$ cat src/rtl/axi_reg_master_if.sv
// axi_ifc: AXI3/AXI4 bus bundle with master and slave modports.
// Params IWIDTH (ID width), AXI3 (1 = 4-bit LEN, 2-bit LOCK, WID present).
interface axi_ifc #(
  parameter int IWIDTH = 12,
  parameter bit AXI3   = 1'b1
);
  localparam int LW = AXI3 ? 4 : 8;
  localparam int KW = AXI3 ? 2 : 1;

  logic [IWIDTH-1:0] awid;
  logic [31:0]       awaddr;
  logic [LW-1:0]     awlen;
  logic [2:0]        awsize;
  logic [1:0]        awburst;
  logic [KW-1:0]     awlock;
  logic [3:0]        awcache;
  logic [2:0]        awprot;
  logic [3:0]        awqos;
  logic              awvalid;
  logic              awready;

  logic [IWIDTH-1:0] wid;
  logic [31:0]       wdata;
  logic [3:0]        wstrb;
  logic              wlast;
  logic              wvalid;
  logic              wready;

  logic [IWIDTH-1:0] bid;
  logic [1:0]        bresp;
  logic              bvalid;
  logic              bready;

  logic [IWIDTH-1:0] arid;
  logic [31:0]       araddr;
  logic [LW-1:0]     arlen;
  logic [2:0]        arsize;
  logic [1:0]        arburst;
  logic [KW-1:0]     arlock;
  logic [3:0]        arcache;
  logic [2:0]        arprot;
  logic [3:0]        arqos;
  logic              arvalid;
  logic              arready;

  logic [IWIDTH-1:0] rid;
  logic [31:0]       rdata;
  logic [1:0]        rresp;
  logic              rlast;
  logic              rvalid;
  logic              rready;

  modport master (
    output awid, awaddr, awlen, awsize, awburst, awlock,
    output awcache, awprot, awqos, awvalid,
    input  awready,
    output wid, wdata, wstrb, wlast, wvalid,
    input  wready,
    input  bid, bresp, bvalid,
    output bready,
    output arid, araddr, arlen, arsize, arburst, arlock,
    output arcache, arprot, arqos, arvalid,
    input  arready,
    input  rid, rdata, rresp, rlast, rvalid,
    output rready
  );

  modport slave (
    input  awid, awaddr, awlen, awsize, awburst, awlock,
    input  awcache, awprot, awqos, awvalid,
    output awready,
    input  wid, wdata, wstrb, wlast, wvalid,
    output wready,
    output bid, bresp, bvalid,
    input  bready,
    input  arid, araddr, arlen, arsize, arburst, arlock,
    input  arcache, arprot, arqos, arvalid,
    output arready,
    output rid, rdata, rresp, rlast, rvalid,
    input  rready
  );
endinterface

$ cat src/rtl/axi_reg_master.sv
// axi_reg_master: single-outstanding AXI3 register initiator. A start/done
// command port (i_start/i_write/i_addr/i_wdata -> o_busy/o_done/o_rdata/
// o_resp/o_timeout) issues single-beat writes or reads on master port m.
// Optional response watchdog: define AXI_REG_MASTER_TIMEOUT_EN.
module axi_reg_master #(
  parameter int IWIDTH  = 12,
  parameter int TIMEOUT = 1024
) (
  input  logic        clk,
  input  logic        rstn,
  axi_ifc.master      m,
  input  logic        i_start,
  input  logic        i_write,
  input  logic [31:0] i_addr,
  input  logic [31:0] i_wdata,
  output logic        o_busy,
  output logic        o_done,
  output logic [31:0] o_rdata,
  output logic [1:0]  o_resp,
  output logic        o_timeout
);

  typedef enum logic [2:0] {
    S_IDLE, S_WADDR, S_WRESP, S_RADDR, S_RDATA, S_DONE
  } state_t;

  state_t      state_q, state_d;
  logic        aw_ok_q, aw_ok_d;
  logic        w_ok_q, w_ok_d;
  logic [31:0] addr_q, addr_d;
  logic [31:0] wdata_q, wdata_d;
  logic [31:0] rdata_q, rdata_d;
  logic [1:0]  resp_q, resp_d;
  logic        awvalid_q, wvalid_q, arvalid_q;
  logic        bready_q, rready_q;
  logic        busy_q, done_q;
  logic        aw_hs, w_hs, ar_hs, b_hs, r_hs;

  assign aw_hs = awvalid_q & m.awready;
  assign w_hs  = wvalid_q & m.wready;
  assign ar_hs = arvalid_q & m.arready;
  assign b_hs  = bready_q & m.bvalid;
  assign r_hs  = rready_q & m.rvalid;

  always_comb begin
    state_d = state_q;
    aw_ok_d = aw_ok_q;
    w_ok_d  = w_ok_q;
    addr_d  = addr_q;
    wdata_d = wdata_q;
    rdata_d = rdata_q;
    resp_d  = resp_q;
    unique case (state_q)
      S_IDLE: begin
        if (i_start) begin
          addr_d  = {i_addr[31:2], 2'b00};
          wdata_d = i_wdata;
          aw_ok_d = 1'b0;
          w_ok_d  = 1'b0;
          state_d = i_write ? S_WADDR : S_RADDR;
        end
      end
      S_WADDR: begin
        // AW and W retire independently, possibly together
        aw_ok_d = aw_ok_q | aw_hs;
        w_ok_d  = w_ok_q | w_hs;
        if (aw_ok_d && w_ok_d) state_d = S_WRESP;
      end
      S_WRESP: begin
        if (b_hs) begin
          resp_d  = m.bresp;
          state_d = S_DONE;
        end
      end
      S_RADDR: begin
        if (ar_hs) state_d = S_RDATA;
      end
      S_RDATA: begin
        if (r_hs) begin
          rdata_d = m.rdata;
          resp_d  = m.rresp;
          state_d = S_DONE;
        end
      end
      S_DONE:  state_d = S_IDLE;
      default: state_d = S_IDLE;
    endcase
  end

  always_ff @(posedge clk or negedge rstn) begin
    if (!rstn) begin
      state_q   <= S_IDLE;
      aw_ok_q   <= 1'b0;
      w_ok_q    <= 1'b0;
      addr_q    <= '0;
      wdata_q   <= '0;
      rdata_q   <= '0;
      resp_q    <= '0;
      awvalid_q <= 1'b0;
      wvalid_q  <= 1'b0;
      arvalid_q <= 1'b0;
      bready_q  <= 1'b0;
      rready_q  <= 1'b0;
      busy_q    <= 1'b0;
      done_q    <= 1'b0;
    end else begin
      state_q   <= state_d;
      aw_ok_q   <= aw_ok_d;
      w_ok_q    <= w_ok_d;
      addr_q    <= addr_d;
      wdata_q   <= wdata_d;
      rdata_q   <= rdata_d;
      resp_q    <= resp_d;
      awvalid_q <= (state_d == S_WADDR) && !aw_ok_d;
      wvalid_q  <= (state_d == S_WADDR) && !w_ok_d;
      arvalid_q <= (state_d == S_RADDR);
      bready_q  <= (state_d == S_WRESP);
      rready_q  <= (state_d == S_RDATA);
      busy_q    <= (state_d inside {S_WADDR, S_WRESP,
                                    S_RADDR, S_RDATA});
      done_q    <= (state_d == S_DONE);
    end
  end

`ifdef AXI_REG_MASTER_TIMEOUT_EN
  localparam int CW = $clog2(TIMEOUT + 1);
  logic [CW-1:0] cnt_q;

  // Saturating count of busy cycles; the saturated value doubles as the
  // sticky flag, and the restart on accept clears both.
  always_ff @(posedge clk or negedge rstn) begin
    if (!rstn) begin
      cnt_q <= '0;
    end else if (state_q == S_IDLE && i_start) begin
      cnt_q <= '0;
    end else if (busy_q && cnt_q != CW'(TIMEOUT)) begin
      cnt_q <= cnt_q + 1'b1;
    end
  end

  assign o_timeout = (cnt_q == CW'(TIMEOUT));
`else
  localparam int unused_timeout = TIMEOUT;
  assign o_timeout = 1'b0;
`endif

  assign m.awid    = {IWIDTH{1'b0}};
  assign m.awaddr  = addr_q;
  assign m.awlen   = '0;
  assign m.awsize  = 3'b010;
  assign m.awburst = 2'b01;
  assign m.awlock  = '0;
  assign m.awcache = 4'd0;
  assign m.awprot  = 3'd0;
  assign m.awqos   = 4'd0;
  assign m.awvalid = awvalid_q;

  assign m.wid     = {IWIDTH{1'b0}};
  assign m.wdata   = wdata_q;
  assign m.wstrb   = 4'hF;
  assign m.wlast   = 1'b1;
  assign m.wvalid  = wvalid_q;

  assign m.bready  = bready_q;

  assign m.arid    = {IWIDTH{1'b0}};
  assign m.araddr  = addr_q;
  assign m.arlen   = '0;
  assign m.arsize  = 3'b010;
  assign m.arburst = 2'b01;
  assign m.arlock  = '0;
  assign m.arcache = 4'd0;
  assign m.arprot  = 3'd0;
  assign m.arqos   = 4'd0;
  assign m.arvalid = arvalid_q;

  assign m.rready  = rready_q;

  assign o_busy  = busy_q;
  assign o_done  = done_q;
  assign o_rdata = rdata_q;
  assign o_resp  = resp_q;

  // Only single beats are issued, so IDs, RLAST and the byte offset
  // carry no information here.
  logic unused_ok;
  assign unused_ok = ^{m.bid, m.rid, m.rlast, i_addr[1:0]};

endmodule
$ cat src/flat_wrapper.sv
// flat-port wrapper written by rule: the top's interface ports become plain ports
module axi_reg_master_flat 
#(
  parameter int IWIDTH  = 12,
  parameter int TIMEOUT = 1024
)
  (clk, rstn, i_start, i_write, i_addr, i_wdata, o_busy, o_done, o_rdata, o_resp, o_timeout, m_awid, m_awaddr, m_awlen, m_awsize, m_awburst, m_awlock, m_awcache, m_awprot, m_awqos, m_awvalid, m_awready, m_wid, m_wdata, m_wstrb, m_wlast, m_wvalid, m_wready, m_bid, m_bresp, m_bvalid, m_bready, m_arid, m_araddr, m_arlen, m_arsize, m_arburst, m_arlock, m_arcache, m_arprot, m_arqos, m_arvalid, m_arready, m_rid, m_rdata, m_rresp, m_rlast, m_rvalid, m_rready);
  axi_ifc #(.IWIDTH(IWIDTH)) m_i ();
  input  logic clk;
  input  logic rstn;
  input  logic i_start;
  input  logic i_write;
  input  logic [31:0] i_addr;
  input  logic [31:0] i_wdata;
  output logic o_busy;
  output logic o_done;
  output logic [31:0] o_rdata;
  output logic [1:0] o_resp;
  output logic o_timeout;
  output wire logic [$bits(m_i.awid)-1:0] m_awid;
  output wire logic [$bits(m_i.awaddr)-1:0] m_awaddr;
  output wire logic [$bits(m_i.awlen)-1:0] m_awlen;
  output wire logic [$bits(m_i.awsize)-1:0] m_awsize;
  output wire logic [$bits(m_i.awburst)-1:0] m_awburst;
  output wire logic [$bits(m_i.awlock)-1:0] m_awlock;
  output wire logic [$bits(m_i.awcache)-1:0] m_awcache;
  output wire logic [$bits(m_i.awprot)-1:0] m_awprot;
  output wire logic [$bits(m_i.awqos)-1:0] m_awqos;
  output wire logic [$bits(m_i.awvalid)-1:0] m_awvalid;
  input wire logic [$bits(m_i.awready)-1:0] m_awready;
  output wire logic [$bits(m_i.wid)-1:0] m_wid;
  output wire logic [$bits(m_i.wdata)-1:0] m_wdata;
  output wire logic [$bits(m_i.wstrb)-1:0] m_wstrb;
  output wire logic [$bits(m_i.wlast)-1:0] m_wlast;
  output wire logic [$bits(m_i.wvalid)-1:0] m_wvalid;
  input wire logic [$bits(m_i.wready)-1:0] m_wready;
  input wire logic [$bits(m_i.bid)-1:0] m_bid;
  input wire logic [$bits(m_i.bresp)-1:0] m_bresp;
  input wire logic [$bits(m_i.bvalid)-1:0] m_bvalid;
  output wire logic [$bits(m_i.bready)-1:0] m_bready;
  output wire logic [$bits(m_i.arid)-1:0] m_arid;
  output wire logic [$bits(m_i.araddr)-1:0] m_araddr;
  output wire logic [$bits(m_i.arlen)-1:0] m_arlen;
  output wire logic [$bits(m_i.arsize)-1:0] m_arsize;
  output wire logic [$bits(m_i.arburst)-1:0] m_arburst;
  output wire logic [$bits(m_i.arlock)-1:0] m_arlock;
  output wire logic [$bits(m_i.arcache)-1:0] m_arcache;
  output wire logic [$bits(m_i.arprot)-1:0] m_arprot;
  output wire logic [$bits(m_i.arqos)-1:0] m_arqos;
  output wire logic [$bits(m_i.arvalid)-1:0] m_arvalid;
  input wire logic [$bits(m_i.arready)-1:0] m_arready;
  input wire logic [$bits(m_i.rid)-1:0] m_rid;
  input wire logic [$bits(m_i.rdata)-1:0] m_rdata;
  input wire logic [$bits(m_i.rresp)-1:0] m_rresp;
  input wire logic [$bits(m_i.rlast)-1:0] m_rlast;
  input wire logic [$bits(m_i.rvalid)-1:0] m_rvalid;
  output wire logic [$bits(m_i.rready)-1:0] m_rready;
  assign m_awid = m_i.awid;
  assign m_awaddr = m_i.awaddr;
  assign m_awlen = m_i.awlen;
  assign m_awsize = m_i.awsize;
  assign m_awburst = m_i.awburst;
  assign m_awlock = m_i.awlock;
  assign m_awcache = m_i.awcache;
  assign m_awprot = m_i.awprot;
  assign m_awqos = m_i.awqos;
  assign m_awvalid = m_i.awvalid;
  assign m_i.awready = m_awready;
  assign m_wid = m_i.wid;
  assign m_wdata = m_i.wdata;
  assign m_wstrb = m_i.wstrb;
  assign m_wlast = m_i.wlast;
  assign m_wvalid = m_i.wvalid;
  assign m_i.wready = m_wready;
  assign m_i.bid = m_bid;
  assign m_i.bresp = m_bresp;
  assign m_i.bvalid = m_bvalid;
  assign m_bready = m_i.bready;
  assign m_arid = m_i.arid;
  assign m_araddr = m_i.araddr;
  assign m_arlen = m_i.arlen;
  assign m_arsize = m_i.arsize;
  assign m_arburst = m_i.arburst;
  assign m_arlock = m_i.arlock;
  assign m_arcache = m_i.arcache;
  assign m_arprot = m_i.arprot;
  assign m_arqos = m_i.arqos;
  assign m_arvalid = m_i.arvalid;
  assign m_i.arready = m_arready;
  assign m_i.rid = m_rid;
  assign m_i.rdata = m_rdata;
  assign m_i.rresp = m_rresp;
  assign m_i.rlast = m_rlast;
  assign m_i.rvalid = m_rvalid;
  assign m_rready = m_i.rready;
  axi_reg_master #(.IWIDTH(IWIDTH), .TIMEOUT(TIMEOUT)) u_core (.clk(clk), .rstn(rstn), .m(m_i), .i_start(i_start), .i_write(i_write), .i_addr(i_addr), .i_wdata(i_wdata), .o_busy(o_busy), .o_done(o_done), .o_rdata(o_rdata), .o_resp(o_resp), .o_timeout(o_timeout));
endmodule
$ cat config.mk
export PLATFORM = sky130hd
export DESIGN_NAME = axi_reg_master_flat
export DESIGN_NICKNAME = d
export VERILOG_FILES = /design/src/rtl/axi_reg_master_if.sv /design/src/rtl/axi_reg_master.sv /design/src/flat_wrapper.sv
export SDC_FILE = /design/constraint.sdc
export NUM_CORES = 1
export LEC_CHECK = 0
export ABC_AREA = 0
export ABC_CLOCK_PERIOD_IN_PS = 3000
export CORE_AREA = 4 4 135 137
export DETAILED_ROUTE_END_ITERATION = 12
export DIE_AREA = 0 0 139 141
export PLACE_DENSITY = 0.66
export SYNTH_ARGS = -nofsm -noshare
export SYNTH_HDL_FRONTEND = slang
export SYNTH_SLANG_ARGS = --single-unit
$ cat constraint.sdc
create_clock -name clk -period 3 [get_ports clk]
set_input_delay 0.75 -clock clk [delete_from_list [all_inputs] [get_ports clk]]
set_output_delay 0.75 -clock clk [all_outputs]
set_load 0.01 [all_outputs]
==> parameters.txt <==
Parameter                              Value

Outcome
  Result of the run ... finished clean

Power and ir drop
  Worst-case vdd ir drop ... 370.1 uV
  Sw Ratio ... 0.3338
  Fraction of power consumed by combinational cells ... 0.439
  Power density relative to cell area ... 843.5 nW/um^2
  Leakage Power ... 3.612 nW
  Sequential share of power ... 0.359
  Cell internal pwr ... 4.199 mW
  Tot Pwr ... 6.304 mW
  Net switching power figure ... 2.104 mW
  Portion of total power attributed to the clock network ... 0.202

Placement
  Sum of net half-perimeters after detailed placement ... 10.08 mm
  Count of input and output buffers ... 239
  Placer Congestion ... 0.7877
  Placed cell count ... 931
  Worst-case setup slack after placement ... 0.3536 ns

Synthesis
  Dominant cells by area after synthesis ... sky130_fd_sc_hd__dfrtp_1 (54%), sky130_fd_sc_hd__buf_4 (18%), sky130_fd_sc_hd__nand2_1 (14%), sky130_fd_sc_hd__mux2_2 (7.2%), sky130_fd_sc_hd__clkbuf_1 (0.97%)
  Sequential share of the synthesized area ... 0.5365
  Cell taking the most area after synthesis ... sky130_fd_sc_hd__dfrtp_1
  Post-synthesis cell count ... 507
  Summed instance area of the synthesized netlist ... 5037 sq um
  Count of yosys warnings during synthesis ... 0
  Number of register bits inferred by synthesis ... 108
  Synthesized area divided by synthesized cell count ... 9.936 sq um
  Share of the synthesized area in the top cell type ... 0.5365
  Unique cell type count in the Yosys netlist ... 28

Clocking
  Maximum root-to-sink buffer count ... 2
  Number of cells upsized or downsized after cts ... 0
  TritonCTS clock tree ... done
  Hold buffer count at CTS ... 0
  Library cell used as clock root buffer ... sky130_fd_sc_hd__clkbuf_16
  Number of levels in the clock H-tree ... 3
  Inserted Clock Buffers ... 9
  Latest clock arrival within the worst-skew pair ... 0.34 ns
  Clock input transition at the sequential cells of the worst setup and hold paths ... 0.07 ns
  Buffers inserted by post-CTS timing repair ... 0
  Sinks on Clock Net ... 108

Timing
  Final setup violating endpoints ... 0
  Share of the cycle needed by the critical path after routing ... 0.7567
  Final Critical Period ... 2.270 ns
  Setup ws final ... 0.7300 ns
  Post-Route Skew ... 0.007369 ns
  Slew Limit Fails ... 0
  Peak clock frequency supported by timing ... 440.5 MHz
  Unrepaired setup endpoints after global routing ... no
  Slew Limit Headroom ... 0.5601
  Count of endpoints failing hold in the final timing report ... 0
  Pin slew with the least headroom to its limit ... 0.6599 ns
  Sum of negative setup slack ... 0 ns

Detailed routing
  Total via count in the routed design ... 3744
  DRC marker count from the first detailed-route iteration ... 103
  Ratio of routed vias to standard cells ... 3.954
  Metal3 WL ... 1.051 mm
  Highest signal layer in the routed design ... met4
  Antenna Nets Post-Route ... 0
  Met1 wire length ... 4.743 mm
  Routed length on met2 ... 7.046 mm
  DR DRC count ... 0
  Wire length per cell ... 13.86 microns
  Number of optimization iterations in the first detailed-route pass ... 4
  Total wire length after detailed routing ... 13.13 mm

Floorplanning
  IO Count ... 357
  Die Outline Area ... 19600 sq um
  Core area ... 17060 sq um
  X dimension of the die ... 139 microns
  Vertical die dimension ... 141 microns
  Placement row count ... 48
  Starting density of the core ... 0.2953

Final layout
  Most frequent cells in the layout ... sky130_fd_sc_hd__clkdlybuf4s50_1 (238), sky130_fd_sc_hd__nand2_1 (192), sky130_fd_sc_hd__dfrtp_1 (108)
  Multi-input gate area ... 1689 sq um
  Core occupancy in the finished layout ... 0.4382
  Final net count ... 851
  Count of inserted antenna diode cells ... 0
  Final instance count without filler cells ... 947
  Most common cell after layout, fill and taps aside ... sky130_fd_sc_hd__clkdlybuf4s50_1
  Proportion of layout cells with a drive suffix above 1 ... 0.09003
  Filler instances ... 1685
  Sequential cell area ... 2703 sq um
  Synth-to-layout area growth ... 48.36%

GRT
  Vias in the first global route ... 3632
  Total GRT Usage ... 0.1279
  Antenna violations before repair ... 0
  Pin count of the biggest net entering global routing ... 49
  Remaining Overflow, GRT ... 0
  Global-route wire length before repair ... 19.82 mm

Setup path
  Slowest Stage Delay on Critical Path ... 0.65 ns
  Critical-path cell with the highest stage delay ... sky130_fd_sc_hd__or4b_2
  Class of the most critical setup path ... primary input to flop
  Top cell family by delay on the critical path ... simple AND/OR/NAND/NOR gates
  Type of destination of the critical path ... flop
  Crit path buffers/inverters ... 2
  Data required, critical path ... 3.28 ns
  Start of the worst register-to-register path ... u_core.state_q[1]
  Worst setup startpoint ... i_start
  Data arrival at the endpoint of the critical path ... 2.55 ns
  Crit Path Max Fanout ... 48
  Cell-by-cell trace of the critical path ... clkdlybuf4s50_1 -> or4b_2 -> buf_4 -> nand2_1 -> o21ai_0 -> nor2_1
  Worst setup SP type ... primary input

Worst hold path
  HP Class ... primary input to async pin

Run
  Maximum Capacitance Violations ... 0
-- layout make-up --
cell class	instances	area share
Sequential cell	108	0.3616
Tap cell	225	0.03767
Timing Repair Buffer	248	0.3305
Multi-Input combinational cell	348	0.2260
Clock inverter	2	0.005190
Clock buffer	14	0.03800
Inverter	2	0.001005
-- worst register-to-register path, stage by stage (launching register included) --
cell and delay, ns:
sky130_fd_sc_hd__dfrtp_1 0.45, sky130_fd_sc_hd__nor3b_2 0.20, sky130_fd_sc_hd__buf_4 0.17, sky130_fd_sc_hd__and3_1 0.23
sky130_fd_sc_hd__buf_4 0.41, sky130_fd_sc_hd__mux2_2 0.41
-- metal layers --
metal / up-vias / global-route usage
met5: - / 0
met4: 0 / 0.05819
met3: 15 / 0.03630
met2: 162 / 0.2360
met1: 1773 / 0.1351
li1: 1794 / -
-- through the flow --
stage	hold WS [ns]	area, sq um
finish	0.4292	7473
global route	0.4806	7473
CTS	0.4532	7473
detailed placement	0.4613	7151
global placement	0.4574	7151
floorplan	0.4544	5368
-- power by group through the flow --
stage / sequential (mW) / clock (mW) / combinational [mW]
2_1_floorplan: 2.46 / 0 / 1.27
6_report: 2.26 / 1.27 / 2.77
3_3_place_gp: 2.29 / 0 / 2.79
3_5_place_dp: 2.30 / 0 / 2.82
4_1_cts: 2.28 / 1.34 / 2.83
5_1_grt: 2.34 / 1.38 / 3.00
-- synth_stat cells --
master,number
sky130_fd_sc_hd__o21ai_0,4
sky130_fd_sc_hd__a21oi_1,3
sky130_fd_sc_hd__nor2_1,7
sky130_fd_sc_hd__o22ai_1,1
sky130_fd_sc_hd__o32ai_4,1
sky130_fd_sc_hd__inv_1,2
sky130_fd_sc_hd__or2_4,1
sky130_fd_sc_hd__or3b_1,1
sky130_fd_sc_hd__buf_2,1
sky130_fd_sc_hd__conb_1,2
sky130_fd_sc_hd__clkbuf_1,13
sky130_fd_sc_hd__mux2_2,32
sky130_fd_sc_hd__o21bai_1,1
sky130_fd_sc_hd__nand3b_1,1
sky130_fd_sc_hd__dfrtp_1,108
sky130_fd_sc_hd__nor3_2,1
sky130_fd_sc_hd__nor3_1,1
sky130_fd_sc_hd__and2_1,2
sky130_fd_sc_hd__or4_1,1
sky130_fd_sc_hd__or4b_1,1
sky130_fd_sc_hd__nor3b_2,1
sky130_fd_sc_hd__nor4b_2,2
sky130_fd_sc_hd__xnor2_1,1
sky130_fd_sc_hd__nand2_1,192
sky130_fd_sc_hd__buf_4,123
sky130_fd_sc_hd__and3_1,1
sky130_fd_sc_hd__or3b_4,1
sky130_fd_sc_hd__mux2i_1,2
-- worst paths after layout --
check	to	slack, ns	cells past startpoint
min in group clk	u_core.m.wdata[22]	0.47	2
min reg2reg	u_core.m.wdata[22]	0.47	2
max reg2reg	u_core.o_rdata[7]	1.01	5
max in group asynchronous	u_core.m.araddr[12]	1.91	2
max	u_core.m.wvalid	0.73	6
min	u_core.o_rdata[30]	0.43	1
-- sequential cells by signal (all words and copies together), names as in the netlist, 2 cells and up --
signal           count
u_core.m.wdata      32
u_core.o_resp        2
u_core.state_q       3
u_core.m.araddr     30
u_core.o_rdata      32
-- cell families after synthesis --
logic type / after synthesis / share of synthesized area
compound gates: 10 / 0.01515
xor+xnor: 1 / 0.001739
buf+inv: 139 / 0.1955
flops: 108 / 0.5365
mux: 34 / 0.07551
other cells: 2 / 0.001491
simple gates: 213 / 0.1741
Power figures use the tool's default switching activity.
